$ cat config.mk
export PLATFORM = sky130hd
export DESIGN_NAME = cp0_timer_unit
export DESIGN_NICKNAME = d
export VERILOG_FILES = /design/src/rtl/cp0_timer_unit.sv
export SDC_FILE = /design/constraint.sdc
export NUM_CORES = 1
export LEC_CHECK = 0
export BUFFER_PORTS_ARGS = -buffer_cell sky130_fd_sc_hd__buf_2
export CAP_MARGIN = 20
export CORE_UTILIZATION = 58
export DETAILED_ROUTE_END_ITERATION = 10
export HOLD_SLACK_MARGIN = 0.1
export PLACE_DENSITY = 0.91
export SLEW_MARGIN = 20
export SYNTH_ARGS = -nofsm -noshare
export SYNTH_HDL_FRONTEND = slang
export SYNTH_SLANG_ARGS = --single-unit
$ cat constraint.sdc
create_clock -name clk -period 3.4 [get_ports clk]
set_input_delay 0.68 -clock clk [delete_from_list [all_inputs] [get_ports clk]]
set_output_delay 0.68 -clock clk [all_outputs]
set_load 0.05 [all_outputs]
$ cat src/rtl/cp0_timer_unit.sv
// Purpose : CP0 Count/Compare timer with MTC0 write / MFC0 read access and a sticky IP7 interrupt.
// Latency : reads return 1 cycle after r_p; writes become visible 1 cycle after we; timer_irq is registered.
// Backpres: none -- every access completes in a single cycle, so no stall path exists.
//
// Ports:
//   clk        single clock, all state updates on the rising edge
//   rst        synchronous active-high reset
//   we         MTC0 write strobe; waddr selects Count (9) or Compare (11); wdata is the value
//   r_p        MFC0 read strobe; raddr selects the register; read_data holds the registered result
//   halt       freezes Count and its prescaler while high (writes still land)
//   timer_irq  sticky timer interrupt, set when Count ticks onto Compare, cleared by a Compare write

module cp0_timer_unit #(
    parameter int COUNT_DIV = 2
) (
    input  logic        clk,
    input  logic        rst,
    input  logic        we,
    input  logic [4:0]  waddr,
    input  logic [31:0] wdata,
    input  logic        r_p,
    input  logic [4:0]  raddr,
    output logic [31:0] read_data,
    input  logic        halt,
    output logic        timer_irq
);

    localparam logic [4:0] REG_COUNT   = 5'd9;
    localparam logic [4:0] REG_COMPARE = 5'd11;
    localparam logic [3:0] DIV_LAST    = 4'(COUNT_DIV - 1);

    logic [31:0] count;
    logic [31:0] compare;
    logic [3:0]  div_cnt;

    logic        count_wr;
    logic        compare_wr;
    logic        tick;
    logic [31:0] count_inc;
    logic        irq_set;

    assign count_wr   = we && (waddr == REG_COUNT);
    assign compare_wr = we && (waddr == REG_COMPARE);

    // A prescaler wrap advances Count, unless frozen or overridden by a Count write.
    assign tick      = !halt && !count_wr && (div_cnt == DIV_LAST);
    assign count_inc = count + 32'd1;

    // Only a real increment can raise the interrupt; loading Count with the
    // Compare value through MTC0 deliberately does not.
    assign irq_set = tick && (count_inc == compare);

    // Count and prescaler
    always_ff @(posedge clk) begin
        if (rst) begin
            count   <= 32'd0;
            div_cnt <= 4'd0;
        end else if (count_wr) begin
            count   <= wdata;
            div_cnt <= 4'd0;
        end else if (!halt) begin
            if (div_cnt == DIV_LAST) begin
                div_cnt <= 4'd0;
                count   <= count_inc;   // wraps silently past 0xFFFFFFFF
            end else begin
                div_cnt <= div_cnt + 4'd1;
            end
        end
    end

    // Compare register
    always_ff @(posedge clk) begin
        if (rst) begin
            compare <= 32'hFFFF_FFFF;
        end else if (compare_wr) begin
            compare <= wdata;
        end
    end

    // Sticky interrupt; the Compare-write clear wins over a coincident set.
    always_ff @(posedge clk) begin
        if (rst) begin
            timer_irq <= 1'b0;
        end else if (compare_wr) begin
            timer_irq <= 1'b0;
        end else if (irq_set) begin
            timer_irq <= 1'b1;
        end
    end

    // Read port samples the pre-edge register values, so a read coincident
    // with a write to the same register returns the old contents.
    always_ff @(posedge clk) begin
        if (rst) begin
            read_data <= 32'd0;
        end else if (r_p) begin
            case (raddr)
                REG_COUNT:   read_data <= count;
                REG_COMPARE: read_data <= compare;
                default:     read_data <= 32'd0;
            endcase
        end
    end

endmodule
### After elaboration in Yosys (flattened, before gate mapping)

Index checks and enable logic that the tools add are counted.

| operators by class | value |
|---|---|
| add/sub/neg operators | 2 |
| equality and inequality tests | 7 |
| mux-type cells | 5 |
| reduce and logical (&&, ||, !) cells | 11 |

Operators by type and width:

| cell | count |
|---|---|
| two-way mux 32 bit | 3 |
| one-hot mux 32 bit (2 select lines) | 1 |
| adder 32 x 1 -> 32 bit, second input constant | 1 |
| == test 32 bit | 1 |
| == test 5 x 4 -> 1 bit, second input constant | 4 |
| logical AND 1 bit | 5 |
| adder 4 x 1 -> 4 bit, second input constant | 1 |
| == test 4 x 1 -> 1 bit, second input constant | 1 |
| two-way mux 4 bit | 1 |
| OR reduction 2 bit | 2 |
| logical NOT 1 bit | 2 |
| != test 2 x 1 -> 1 bit, second input constant | 1 |
| AND reduction 2 bit | 1 |
| nonzero test 2 bit | 1 |

| storage, ports and cells | value |
|---|---|
| flip-flop bits (word level) | 101 |
| input port bits | 47 |
| output and inout port bits | 33 |
| logic and storage cells | 30 |

### Longest topological paths before layout

| logic depth | value |
|---|---|
| depth after elaboration | 6 |
| mapped depth | 9 |

### Worst setup path after synthesis

OpenSTA, ideal clock, no wires.

| timing path | value |
|---|---|
| kind | flip-flop to flip-flop |
| from | register count[0] |
| to | register timer_irq |
| data arrival time | 2.539 ns |
| path slack | 0.787 ns |
| cell stages (with the launch flop) | 10 |
| path buffers | 1 |
| period minus slack after synthesis | 2.613 ns |
| cell sequence | dfxtp_1 > ha_1 > nand3_1 > clkbuf_1 > nor4_1 > xnor2_1 > nor2_1 > or4_1 > or4_1 > o21ai_0 |

| between the ends | value |
|---|---|
| cells in the longest elaborated chain, start to end | 3 |

Ends and longest elaborated chain:

| element | RTL line | RTL |
|---|---|---|
| start: declaration | 32 | `logic [31:0] count;` |
| start signal: assignment | 59 | `count <= wdata;` |
| start signal: assignment | 64 | `count <= count_inc;` |
| adder 32 x 1 -> 32 bit | 47 | `assign count_inc = count + 32'd1;` |
| == test 32 bit | 51 | `assign irq_set = tick && (count_inc == compare);` |
| logical AND 1 bit | 51 |  |
| end signal: assignment | 83 | `timer_irq <= 1'b0;` |
| end signal: assignment | 85 | `timer_irq <= 1'b0;` |
| end signal: assignment | 87 | `timer_irq <= 1'b1;` |
| end: declaration | 25 | `output logic timer_irq` |

Every way passes these cells.
A chain may end at the register's enable or synchronous reset.

### Worst setup path in the final report

Same ends and word-level chain as after synthesis.

==> metrics.md <==
| Metric | Value |
|---|---|
| Critical Path Source Type | `flip-flop` |
| Ys async rst share | `0%` |
| Max Root-Sink Buffers | `2` |
| Final setup fails | `0` |
| Mux contribution to synthesized area | `5.807%` |
| Post-route ant nets | `0` |
| Post-Syn Instances | `725` |
| GRT Total Usage | `between 30 and 40%` |
| WL met1 | `between 6000 and 7000 um` |
| Sw Share | `23.86%` |
| Most common cell in the synthesized netlist | `nand2_1` |
| Compound-cell area share of the yosys netlist | `10.90%` |
| Num ports | `80` |
| Share of cells above drive strength 1 | `18.62%` |
| Largest stage delay, worst path | `roughly 0.59 ns` |
| Total Routed Length | `15170 um` |
| Cts bufs inserted | `9` |
| CP required | `3.70 ns` |
| Netlist Area Pre-Place | `0.005774 mm2` |
| Synth area leader | `dfxtp_1` |
| Design area | `0.006389 mm2` |
| Post-synth top cells | `105 x nand2_1, 101 x dfxtp_1, 54 x nor2_1` |
| Maximum VDD drop | `0.0002101 V` |
| First-pass GRT wire length | `24430 um` |
| Main synth FF type | `dfxtp_1` |
| Vias | `5289` |
| Pin count of the biggest net entering global routing | `64` |
| Synth Area in XOR/XNOR | `between 10% and 20%` |
| Slew headroom | `43.86%` |
| Synth Area per Inst | `7.965 um2` |
| Gr ovfl total | `0` |
| MaxCap Viol Count | `0` |
| Sink Count | `101` |
| Actual slew at the worst max-slew pin | `0.8422 ns` |
| Synth Net Count | `773` |
| Die width | `101.8 um` |
| Setup CP Type | `flip-flop to flip-flop` |
| CP max-delay cell | `nor4_1` |
| Comb power frac | `8.5%` |
| #FFs+latches synth | `roughly 100` |
| P per Cell Area | `about 350 mW/mm2` |
| Setup repair bufs after CTS | `0` |
| Reg clk slew, reported paths | `roughly 0.10 ns` |
| Final Hold Vio Count | `0` |
| Shortest period the worst path allows | `about 3.1 ns` |
| Vias/cell | `5.870` |
| Clk Latency, worst-skew pair | `0.37 ns` |
| Placed inst area | `0.006172 mm2` |
| # diodes | `0` |
| Initial antenna violation count | `0` |
| Highest metal used | `met4` |
| Nets | `812` |
| Clk_skew | `~0.012 ns` |
| CP Cell Sequence | `ha_1, nand3_1, nor4_1, xnor2_1, nor2_1, or4_1, or4_1, o21ai_0` |
| Synth Warn # | `0` |
| Netlist cell types | `53` |
| Status | `complete, but fails checks` |
| Failing checks | `design-rule violations` |
| Utilization after layout | `65.66%` |
| TNS Setup | `0 ns` |
| Slew Viols, Final | `0` |
| DR iter-0 viols | `250` |
| Gpl congestion | `0.9569` |
| Initial core utilization | `between 50% and 60%` |
| Site Rows | `36` |
| Wire length on met2 | `7644 um` |
| # hold bufs at CTS | `0` |
| Synth Area in Simple Gates | `about a third` |
| Crit end category | `flip-flop` |
| Max Clock Freq | `0.3183 GHz` |
| Wire per inst | `16.84 um` |
| Overall Power | `2250 uW` |
| Part of the cycle the worst path needs | `between 90 and 100%` |
| WP data arrival | `3.44 ns` |
| Switching pwr | `536.7 uW` |
| CTS root buf | `clkbuf_8` |
| CTS H-tree lvls | `3` |
| Top cells by area, synth | `dfxtp_1 35%, nand2_1 6.8%, xnor2_1 6.1%` |
| HPWL after detailed placement | `11000 um` |
| Area growth syn-to-layout | `10.64%` |
| Most used cell, CP | `or4_1` |
| Pre-Repair DR Iteration Count | `8` |
| Cell-internal power | `1713 uW` |
| Vert. Die Dim | `101.8 um` |
| Core area | `0.009729 mm2` |
| Worst min path class | `flip-flop to flip-flop` |
| LEAKAGE | `0.002401 uW` |
| Clock power frac | `37.4%` |
| EDFF count, synth | `0` |
| CTS tree | `done` |
| Vias in the first global route | `5056` |
| Post-synth top area share | `a little over a third` |
| Setup repair after global routing missed its margin | `no` |
| IO buf count | `79` |
| DIE AREA | `0.01036 mm2` |
| Largest family of logic cells by synthesized area | `simple AND/OR/NAND/NOR gates` |
| Post-Synth Adder-Cell Area | `0.2167%` |
| Register area share after synthesis | `a little over a third` |
| Sequential share of power | `54.1%` |
| Post_cts resized | `0` |
| Critical Path Fanout Max | `11` |
| DRC violations left | `1` |
| Routed wl met3 | `623 um` |
placed cells by master, fill, tap and decap left out, types with 2 or more instances in the layout:
master and instances:
or3_1 9, and2_1 3, or4_1 5, xnor2_1 40
bufinv_16 2, mux2_2 28, mux2i_1 2, a211oi_1 25
xor2_1 30, dfxtp_1 101, nor4_1 10, and3_1 2
nor3_1 17, nand3_1 43, nand2_1 105, and4_1 5
buf_2 79, o21ai_0 16, nand2b_1 34, clkbuf_8 10
a311oi_1 7, o22ai_1 2, inv_1 7, nand3b_1 34
or2_2 2, nor2b_1 5, a21oi_1 36, or4_2 2
buf_4 9, nor2_1 54, nand4_1 18
sequential cells by signal, summed over array words and instances (netlist names):
| register | cells |
|---|---|
| compare | 32 |
| div_cnt | 4 |
| read_data | 32 |
| count | 32 |
| timer_irq | 1 |
stage by stage:
step                      worst slack, ns  hold WS [ns]  std cells
final                              0.2586        0.4721        901
after global routing               0.1601        0.4916        901
after CTS                          0.3600        0.4701        901
after detailed placement           0.3825        0.4555        886
after global placement             0.5268        0.4511        886
after floorplan                    0.7867        0.4688        725
path summary, 6_finish.rpt:
kind                               startpoint       endpoint  slack [ns]  cells after the start
worst min-delay path            read_data[25]  read_data[25]        0.47                      2
worst max register to register       count[0]      timer_irq        0.26                      8
worst min register to register  read_data[25]  read_data[25]        0.47                      2
worst max-delay path                 count[0]      timer_irq        0.26                      8
cell type report:
| class | count | area (um2) |
|---|---|---|
| Sequential cell | 101 | 2022 |
| Inverter | 7 | 26.28 |
| Clock buffer | 11 | 141.4 |
| Clock inverter | 4 | 72.57 |
| Tap cell | 133 | 166.4 |
| Fill cell | 864 | 3341 |
| Multi-Input combinational cell | 557 | 3497 |
| Timing Repair Buffer | 88 | 462.9 |
layer usage:
| layer | up-vias | track usage [%] |
|---|---|---|
| met3 | 23 | 4.003 |
| li1 | 2593 | - |
| met1 | 2527 | 36.55 |
| met2 | 146 | 54.00 |
| met5 | - | 0 |
| met4 | 0 | 11.93 |
worst max-delay path, delay by kind of cell, from the launching register on:
kind / cells / cell delay, ns
and+or+nand+nor: 5 / 1.96
DFF: 1 / 0.50
adders and majority gates: 1 / 0.27
xor gates and xnor gates: 1 / 0.18
AOI/OAI and AO/OA: 1 / 0.18
cells by family after synthesis:
group	count (synthesis)
flip-flops	101
buffers and inverters	67
multiplexers	30
XOR/XNOR	70
adder cells (fa/ha/maj)	1
AND/OR/NAND/NOR	358
AO/OA/AOI/OAI	98
power by group through the flow:
stage / clock [uW] / sequential (uW) / combinational (uW)
final: 840 / 1220 / 192
after floorplan: 0 / 1250 / 122
after CTS: 852 / 1220 / 191
after detailed placement: 0 / 1240 / 189
after global routing: 889 / 1220 / 208
after global placement: 0 / 1240 / 186
Power figures use the tool's default switching activity.
